File: config.mk
export PLATFORM = sky130hd
export DESIGN_NAME = mem_port_arbiter_flat
export DESIGN_NICKNAME = d
export VERILOG_FILES = /design/src/rtl/mem_port_arbiter_if.sv /design/src/rtl/mem_port_arbiter.sv /design/src/flat_wrapper.sv
export SDC_FILE = /design/constraint.sdc
export NUM_CORES = 1
export LEC_CHECK = 0
export ABC_AREA = 0
export ABC_CLOCK_PERIOD_IN_PS = 2900
export BUFFER_PORTS_ARGS = -buffer_cell sky130_fd_sc_hd__buf_2
export CORE_MARGIN = 2
export CORE_UTILIZATION = 45
export DETAILED_ROUTE_END_ITERATION = 12
export PLACE_DENSITY = 0.83
export SLEW_MARGIN = 20
export SYNTH_ARGS = -nofsm -noshare
export SYNTH_HDL_FRONTEND = slang
export SYNTH_SLANG_ARGS = --single-unit
export TNS_END_PERCENT = 10
File: constraint.sdc
create_clock -name clk -period 2.9 [get_ports clk]
set_input_delay 0 -clock clk [delete_from_list [all_inputs] [get_ports clk]]
set_output_delay 0 -clock clk [all_outputs]
set_load 0.01 [all_outputs]
File: src/rtl/mem_port_arbiter_if.sv
// -----------------------------------------------------------------------------
// mem_port_arbiter_if
//   Bundles the three buses around the unified-memory arbiter:
//     fetch port  : if_req, if_addr, kill          -> if_rdata, if_ready, if_stall
//     data port   : dm_req, dm_we, dm_addr, dm_wdata -> dm_rdata, dm_ready, dm_stall
//     memory port : mem_rdata -> mem_en, mem_we, mem_addr, mem_wdata
//   slave  : the arbiter side (consumes requests, drives the memory port)
//   master : the environment side (pipeline requesters plus the memory itself)
// -----------------------------------------------------------------------------
interface mem_port_arbiter_if #(
    parameter int ADDR_W = 16,
    parameter int DATA_W = 16
);
    // fetch requester
    logic              if_req;
    logic [ADDR_W-1:0] if_addr;
    logic [DATA_W-1:0] if_rdata;
    logic              if_ready;
    logic              if_stall;
    logic              kill;
    // data requester
    logic              dm_req;
    logic              dm_we;
    logic [ADDR_W-1:0] dm_addr;
    logic [DATA_W-1:0] dm_wdata;
    logic [DATA_W-1:0] dm_rdata;
    logic              dm_ready;
    logic              dm_stall;
    // memory port
    logic              mem_en;
    logic              mem_we;
    logic [ADDR_W-1:0] mem_addr;
    logic [DATA_W-1:0] mem_wdata;
    logic [DATA_W-1:0] mem_rdata;

    modport slave (
        input  if_req, if_addr, kill,
        input  dm_req, dm_we, dm_addr, dm_wdata,
        input  mem_rdata,
        output if_rdata, if_ready, if_stall,
        output dm_rdata, dm_ready, dm_stall,
        output mem_en, mem_we, mem_addr, mem_wdata
    );

    modport master (
        output if_req, if_addr, kill,
        output dm_req, dm_we, dm_addr, dm_wdata,
        output mem_rdata,
        input  if_rdata, if_ready, if_stall,
        input  dm_rdata, dm_ready, dm_stall,
        input  mem_en, mem_we, mem_addr, mem_wdata
    );
endinterface

File: src/rtl/mem_port_arbiter.sv
// -----------------------------------------------------------------------------
// mem_port_arbiter
//   Shares one single-port, fixed-latency memory between the instruction fetch
//   stage (F) and the MEM stage (D). One access at a time:
//     IDLE -> ISSUE (mem_en strobe) -> [WAIT x MEM_LAT] -> DONE (ready pulse)
//   A fetch that is killed while in flight still completes on the memory side,
//   but its data is dropped and if_ready is not raised.
//
// Ports
//   clk    : clock, rising edge
//   rst_n  : asynchronous active-low reset
//   bus    : mem_port_arbiter_if.slave (fetch, data and memory ports)
//
// Parameters
//   ADDR_W, DATA_W : address / data width
//   MEM_LAT        : memory read latency (>=1), data valid MEM_LAT cycles
//                    after the mem_en cycle
//
// Configuration macro
//   MEM_ARB_RR_EN  : when defined, simultaneous requests alternate between
//                    D and F (round robin); otherwise D always wins.
// -----------------------------------------------------------------------------
module mem_port_arbiter #(
    parameter int ADDR_W  = 16,
    parameter int DATA_W  = 16,
    parameter int MEM_LAT = 2
) (
    input  logic                 clk,
    input  logic                 rst_n,
    mem_port_arbiter_if.slave    bus
);

    localparam int CNT_W = (MEM_LAT > 1) ? $clog2(MEM_LAT) : 1;

    typedef enum logic [1:0] {
        IDLE  = 2'd0,
        ISSUE = 2'd1,
        WAIT  = 2'd2,
        DONE  = 2'd3
    } state_t;

    state_t              state_q,    state_d;
    logic [CNT_W-1:0]    cnt_q,      cnt_d;
    logic                killed_q,   killed_d;
    logic                owner_q,    owner_d;     // 1 = data port, 0 = fetch
    logic                we_q,       we_d;
    logic [ADDR_W-1:0]   addr_q,     addr_d;
    logic [DATA_W-1:0]   wdata_q,    wdata_d;
    logic [DATA_W-1:0]   if_rdata_q, if_rdata_d;
    logic [DATA_W-1:0]   dm_rdata_q, dm_rdata_d;

    logic                any_req;
    logic                grant_dm;

    assign any_req = bus.dm_req | bus.if_req;

`ifdef MEM_ARB_RR_EN
    // last_q: 1 = data port granted last, 0 = fetch granted last
    logic last_q, last_d;

    // On contention the side that did not win last time gets the port.
    assign grant_dm = bus.dm_req & (~bus.if_req | ~last_q);

    always_comb begin
        last_d = last_q;
        if (state_q == IDLE && any_req) begin
            last_d = grant_dm;
        end
    end

    always_ff @(posedge clk or negedge rst_n) begin
        if (!rst_n) begin
            last_q <= 1'b0;
        end else begin
            last_q <= last_d;
        end
    end
`else
    assign grant_dm = bus.dm_req;
`endif

    // -------------------------------------------------------------------------
    // Next-state and datapath
    // -------------------------------------------------------------------------
    always_comb begin
        state_d    = state_q;
        cnt_d      = cnt_q;
        killed_d   = killed_q;
        owner_d    = owner_q;
        we_d       = we_q;
        addr_d     = addr_q;
        wdata_d    = wdata_q;
        if_rdata_d = if_rdata_q;
        dm_rdata_d = dm_rdata_q;

        case (state_q)
            IDLE: begin
                killed_d = 1'b0;
                if (any_req) begin
                    owner_d = grant_dm;
                    addr_d  = grant_dm ? bus.dm_addr  : bus.if_addr;
                    wdata_d = grant_dm ? bus.dm_wdata : '0;
                    we_d    = grant_dm & bus.dm_we;
                    state_d = ISSUE;
                end
            end

            ISSUE: begin
                killed_d = killed_q | (bus.kill & ~owner_q);
                cnt_d    = CNT_W'(MEM_LAT - 1);
                state_d  = we_q ? DONE : WAIT;
            end

            WAIT: begin
                // Uses killed_d so a kill arriving in the capture cycle
                // itself also blocks the fetch data update.
                killed_d = killed_q | (bus.kill & ~owner_q);
                if (cnt_q == '0) begin
                    if (owner_q) begin
                        dm_rdata_d = bus.mem_rdata;
                    end else if (!killed_d) begin
                        if_rdata_d = bus.mem_rdata;
                    end
                    state_d = DONE;
                end else begin
                    cnt_d = cnt_q - CNT_W'(1);
                end
            end

            DONE: begin
                // Requests are not looked at here; the requester drops or
                // updates its request on the edge that ends this cycle.
                killed_d = 1'b0;
                state_d  = IDLE;
            end

            default: begin
                state_d = IDLE;
            end
        endcase
    end

    always_ff @(posedge clk or negedge rst_n) begin
        if (!rst_n) begin
            state_q    <= IDLE;
            cnt_q      <= '0;
            killed_q   <= 1'b0;
            owner_q    <= 1'b0;
            we_q       <= 1'b0;
            addr_q     <= '0;
            wdata_q    <= '0;
            if_rdata_q <= '0;
            dm_rdata_q <= '0;
        end else begin
            state_q    <= state_d;
            cnt_q      <= cnt_d;
            killed_q   <= killed_d;
            owner_q    <= owner_d;
            we_q       <= we_d;
            addr_q     <= addr_d;
            wdata_q    <= wdata_d;
            if_rdata_q <= if_rdata_d;
            dm_rdata_q <= dm_rdata_d;
        end
    end

    // -------------------------------------------------------------------------
    // Outputs: all decoded from registered state, so they drop to zero as
    // soon as reset is asserted.
    // -------------------------------------------------------------------------
    logic if_ready_w;
    logic dm_ready_w;

    assign if_ready_w    = (state_q == DONE) & ~owner_q & ~killed_q;
    assign dm_ready_w    = (state_q == DONE) &  owner_q;

    assign bus.mem_en    = (state_q == ISSUE);
    assign bus.mem_we    = we_q;
    assign bus.mem_addr  = addr_q;
    assign bus.mem_wdata = wdata_q;

    assign bus.if_ready  = if_ready_w;
    assign bus.dm_ready  = dm_ready_w;
    assign bus.if_rdata  = if_rdata_q;
    assign bus.dm_rdata  = dm_rdata_q;
    assign bus.if_stall  = bus.if_req & ~if_ready_w;
    assign bus.dm_stall  = bus.dm_req & ~dm_ready_w;

endmodule

File: src/flat_wrapper.sv
// flat-port wrapper written by rule: the top's interface ports become plain ports
module mem_port_arbiter_flat 
#(
    parameter int ADDR_W  = 16,
    parameter int DATA_W  = 16,
    parameter int MEM_LAT = 2
)
  (clk, rst_n, bus_if_req, bus_if_addr, bus_kill, bus_dm_req, bus_dm_we, bus_dm_addr, bus_dm_wdata, bus_mem_rdata, bus_if_rdata, bus_if_ready, bus_if_stall, bus_dm_rdata, bus_dm_ready, bus_dm_stall, bus_mem_en, bus_mem_we, bus_mem_addr, bus_mem_wdata);
  mem_port_arbiter_if #(.ADDR_W(ADDR_W), .DATA_W(DATA_W)) bus_i ();
  input  logic clk;
  input  logic rst_n;
  input wire logic [$bits(bus_i.if_req)-1:0] bus_if_req;
  input wire logic [$bits(bus_i.if_addr)-1:0] bus_if_addr;
  input wire logic [$bits(bus_i.kill)-1:0] bus_kill;
  input wire logic [$bits(bus_i.dm_req)-1:0] bus_dm_req;
  input wire logic [$bits(bus_i.dm_we)-1:0] bus_dm_we;
  input wire logic [$bits(bus_i.dm_addr)-1:0] bus_dm_addr;
  input wire logic [$bits(bus_i.dm_wdata)-1:0] bus_dm_wdata;
  input wire logic [$bits(bus_i.mem_rdata)-1:0] bus_mem_rdata;
  output wire logic [$bits(bus_i.if_rdata)-1:0] bus_if_rdata;
  output wire logic [$bits(bus_i.if_ready)-1:0] bus_if_ready;
  output wire logic [$bits(bus_i.if_stall)-1:0] bus_if_stall;
  output wire logic [$bits(bus_i.dm_rdata)-1:0] bus_dm_rdata;
  output wire logic [$bits(bus_i.dm_ready)-1:0] bus_dm_ready;
  output wire logic [$bits(bus_i.dm_stall)-1:0] bus_dm_stall;
  output wire logic [$bits(bus_i.mem_en)-1:0] bus_mem_en;
  output wire logic [$bits(bus_i.mem_we)-1:0] bus_mem_we;
  output wire logic [$bits(bus_i.mem_addr)-1:0] bus_mem_addr;
  output wire logic [$bits(bus_i.mem_wdata)-1:0] bus_mem_wdata;
  assign bus_i.if_req = bus_if_req;
  assign bus_i.if_addr = bus_if_addr;
  assign bus_i.kill = bus_kill;
  assign bus_i.dm_req = bus_dm_req;
  assign bus_i.dm_we = bus_dm_we;
  assign bus_i.dm_addr = bus_dm_addr;
  assign bus_i.dm_wdata = bus_dm_wdata;
  assign bus_i.mem_rdata = bus_mem_rdata;
  assign bus_if_rdata = bus_i.if_rdata;
  assign bus_if_ready = bus_i.if_ready;
  assign bus_if_stall = bus_i.if_stall;
  assign bus_dm_rdata = bus_i.dm_rdata;
  assign bus_dm_ready = bus_i.dm_ready;
  assign bus_dm_stall = bus_i.dm_stall;
  assign bus_mem_en = bus_i.mem_en;
  assign bus_mem_we = bus_i.mem_we;
  assign bus_mem_addr = bus_i.mem_addr;
  assign bus_mem_wdata = bus_i.mem_wdata;
  mem_port_arbiter #(.ADDR_W(ADDR_W), .DATA_W(DATA_W), .MEM_LAT(MEM_LAT)) u_core (.clk(clk), .rst_n(rst_n), .bus(bus_i));
endmodule
* Word-level counts from Yosys, hierarchy flattened
Cells that the tools add are included.
** Word-level totals
- Bits in registers :: 70
** Operators by class
- $add $sub $neg :: 1
- Equality and inequality tests :: 5
- Muxes and demuxes :: 9
- Bitwise gates (word level) :: 15
- Reduce and logical (&&, ||, !) cells :: 8
** Operators by type and width (count)
- 16-bit two-way mux :: 2
- 2-bit one-hot mux with 4 select lines :: 1
- 1-bit bitwise AND :: 7
- 1-bit NOT :: 6
- 2-bit equality test (second input constant) :: 2
- 2-bit two-way mux :: 2
- 1-bit one-hot mux with 2 select lines :: 2
- 2-bit AND reduction :: 2
- 4-bit AND reduction :: 1
- 2-bit OR reduction :: 2
- 3-bit AND reduction :: 1
- 2-bit by 1-bit equality test with 1-bit output (second input constant) :: 1
- 2-bit logical NOT :: 1
- 1-bit two-way mux :: 2
- 2-bit by 1-bit != test with 1-bit output (second input constant) :: 1
- 2-bit != test (second input constant) :: 1
- 1-bit bitwise OR :: 2
- 2-bit nonzero test :: 1
- 1-bit subtractor (second input constant) :: 1

* Logic depth before layout (Yosys ltp)
- Depth in word-level cells :: 5
- Gate-level depth with buffers :: 6
- Depth with buffers taken out :: 5

* Worst setup path after synthesis
OpenSTA, ideal clock, no wires.
- Kind :: reg2reg
- From :: reg u_core.state_q[0]
- To :: reg u_core.if_rdata_q[10] (netlist: u_core.bus.if_rdata[10])
- Setup time :: 125 ps
- Arrival :: 1502 ps
- Setup slack :: 1273 ps
- Cell stages (with the launch flop) :: 7
- Buffers on the path :: 2
- Period minus slack after synthesis :: 1627 ps
- Path through :: dfrtp_1 > inv_1 > ha_1 > and4bb_1 > buf_6 > buf_12 > mux2_4
** Between the ends
- Cells in the longest elaborated chain, start to end :: 2
** Ends and longest elaborated chain
- start: declaration :: RTL line mem_port_arbiter.sv:42 : state_t state_q, state_d;
- start signal: assignment :: RTL line mem_port_arbiter.sv:155 : state_q <= state_d;
- 2-bit equality test :: RTL line mem_port_arbiter.sv:96 : case (state_q)
- 4-bit AND reduction (no line)
- end signal: assignment :: RTL line mem_port_arbiter.sv:162 : if_rdata_q <= if_rdata_d;
- end: declaration :: RTL line mem_port_arbiter.sv:49 : logic [DATA_W-1:0] if_rdata_q, if_rdata_d;
No other way between the ends.
A chain may end at the register's enable or synchronous reset.

* Worst setup path in the final report
- From :: reg u_core.state_q[0]
- To :: reg u_core.if_rdata_q[3] (netlist: u_core.bus.if_rdata[3])
The elaborated chain is that of the path after synthesis.

==> results_dict.tcl <==
set metrics [dict create \
    dpl.hpwl_mm 4.74 \
    hold_path_end "u_core.killed_q" \
    syn_nets 319 \
    synth_area_um2 2970 \
    post_cts_resized 0 \
    dieArea_um2 7270 \
    syn_area_per_cell_um2 12.2 \
    drc_errors 0 \
    diodes 0 \
    ys_ff_latch 70 \
    regToRegSetupSlack_ps 1090 \
    syn_to_final_growth_pct 54.9 \
    clk_pin_slew_worst_paths_ps 80 \
    cts_made_buffers 9 \
    clockRootBuffer "clkbuf_8" \
    setup_viol 0 \
    dieHeight_um 85.3 \
    ctsHoldBuffers 63 \
    nets 522 \
    hold_depth 3 \
    finClkSkew_ps 8.84 \
    clock_power_share 0.215 \
    min_from "bus_kill" \
    dr.pass1.iters 4 \
    wire_per_inst_um 15.8 \
    dp.cells 449 \
    ff2ff_path_depth 5 \
    gr-total-overflow 0 \
    htreeDepth 3 \
    seqPwrFrac 0.390 \
    timing.final.crit_share 0.623 \
    r2r-end "u_core.bus.if_rdata[3]" \
    drive_gt1_frac 0.435 \
    peakVddDrop_mv 0.609 \
    reg2reg_from "u_core.state_q[0]" \
    fp.dieW_um 85.3 \
    p_sw_frac 0.348 \
    top_level_ports 140 \
    via_count 2627 \
    finalCoreUtilization 0.721 \
    arrival_ps 2020 \
    grtUsageTotal 0.232 \
    gp_congestion 0.860 \
    relSlewSlack 0.402 \
    internal_power_uw 2820 \
    end_kind "register" \
    grt_antenna_before_repair 0 \
    dpl_worst_slack_ps 1070 \
    ys_seq_area_frac 0.589 \
    powerDensity_nw_per_um2 939 \
    port_buffers 139 \
    clkSinkCount 70 \
    grt_pass1_wl_mm 13.1 \
    cap_viol_max_count 0 \
    ctsLongestPathBuffers 2 \
    drtIter0Drc 75 \
    cts_tree "built" \
    viasPerCell 4.98 \
    cts_setup_buffers 0 \
    status "completed" \
    slew_viol_final 0 \
    grt_pass1_vias 2779 \
    final_cells 528 \
    finalWirelength_mm 8.32 \
    dr_wl_met3_um 534 \
    worstSetupPathType "reg -> reg" \
    final_hold_viol_count 0 \
    num_rows 29 \
    finalSetupTns_ps 0 \
    tightest_slew_ps 897 \
    fmax_ghz 0.554 \
    rsz0062_at_grt "false" \
    initial_core_util 0.465 \
    wl_met2_mm 4.37 \
    power_frac_comb 0.396 \
    clk_latency_ps 330 \
    ys_warn_count 0 \
    p_leak_uw 0.00244 \
    final.setup.worst_slack_ps 1090 \
    postSynthCellCount 244 \
    hold_class "in -> reg" \
    switching_power_uw 1500 \
    fillerInstances 435 \
    highest_layer "met4" \
    critPathRequiredTime_ps 3110 \
    synth.distinct_cells 24 \
    crit_fanout 16 \
    ant_nets 0 \
    period_minus_slack_ps 1810 \
    core_area_um2 6390 \
    grt_max_degree 51 \
    cp-start-kind "register" \
    power_uw 4320 \
    wl_met1_mm 3.29 \
]
## stage by stage
step | hold WS, ps | cell area, um^2
detailed placement | 18.5 | 3710
CTS | 0.520 | 4580
global route | 0.551 | 4600
global placement | 10.8 | 3710
finish | 15.8 | 4600
floorplan | -296 | 2970
## cells in the mapped netlist, drive strengths merged
library cell  count  share of area
mux2i            17          0.057
a22oi             2         0.0051
buf              11          0.026
a221o             1         0.0034
ha                5          0.021
nor2b             2         0.0042
and2b             1         0.0029
inv               3         0.0038
a211oi            1         0.0025
o21a              1         0.0025
o21ai            17          0.029
nand3            18          0.032
nand2            53          0.067
and2              2         0.0051
mux2             33           0.14
dfrtp            70           0.59
nor2              3         0.0038
clkbuf            3         0.0038
and4bb            1         0.0042
## layout make-up
cell class	instances	area [um^2]	share of cell area
tap	77	96.3	0.0209
clock inverter	6	111	0.0242
timing repair buffer	206	1380	0.299
clock buffer	9	124	0.0269
sequential	70	1750	0.381
multi-input combinational	157	1130	0.246
inverter	3	11.3	0.00245
## worst max path at each step
stage | from | to | slack (ps) | cells past startpoint
2_1_floorplan | u_core.state_q[0] | u_core.bus.if_rdata[10] | 1270 | 6
3_3_place_gp | bus_dm_req | u_core.bus.mem_addr[5] | 1130 | 3
3_5_place_dp | bus_dm_req | u_core.bus.mem_addr[0] | 1070 | 3
4_1_cts | u_core.state_q[1] | u_core.bus.mem_addr[13] | 1100 | 5
5_1_grt | u_core.state_q[0] | u_core.bus.if_rdata[3] | 1000 | 5
6_report | u_core.state_q[0] | u_core.bus.if_rdata[3] | 1090 | 5
## power groups by stage
stage,Combinational [uW],Clock (uW),Sequential (uW)
final,1710,927,1680
after global routing,1870,982,1730
after CTS,1660,943,1660
after detailed placement,1600,0,1670
after global placement,1530,0,1660
after floorplan,737,0,1860
## per-layer routing
| metal | track usage | vias up |
|---|---|---|
| li1 | - | 1232 |
| met1 | 0.253 | 1267 |
| met2 | 0.436 | 116 |
| met3 | 0.0496 | 12 |
| met4 | 0.0909 | 0 |
| met5 | 0 | - |
## flip-flops by register name (all words and copies together), names as in the netlist
register              flops
u_core.bus.dm_rdata      16
u_core.bus.if_rdata      16
u_core.bus.mem_addr      16
u_core.bus.mem_wdata     16
u_core.bus.mem_we         1
u_core.cnt_q              1
u_core.killed_q           1
u_core.owner_q            1
u_core.state_q            2
## critical path, cell delays in order, from the launching register on
cell	delay (ps)
dfrtp_1	400
inv_1	150
ha_1	280
and4bb_1	220
buf_4	280
mux2_2	370
## kinds of logic (layout without fill, tap and decap cells)
kind of cell    after synthesis  count (layout)  share of synthesized area
compound gates               22              22                     0.0421
fa+ha+maj                     5               5                     0.0211
buf+inv                      17             224                     0.0333
flops                        70              70                      0.589
mux                          50              50                      0.195
simple gates                 80              80                      0.119
## layout by cell type, fill, tap and decap left out, types with 3 or more instances in the layout
cell | Yosys | routed
buf_4 | 0 | 3
bufinv_16 | 0 | 3
mux2i_1 | 17 | 17
dfrtp_1 | 70 | 70
inv_1 | 3 | 3
nand3_1 | 17 | 17
clkbuf_8 | 0 | 9
ha_1 | 5 | 5
buf_2 | 9 | 139
mux2_2 | 23 | 23
nor2_1 | 3 | 3
dlygate4sd3_1 | 0 | 63
nand2_1 | 53 | 53
mux2_4 | 10 | 10
o21ai_0 | 16 | 16
Power figures use the tool's default switching activity.
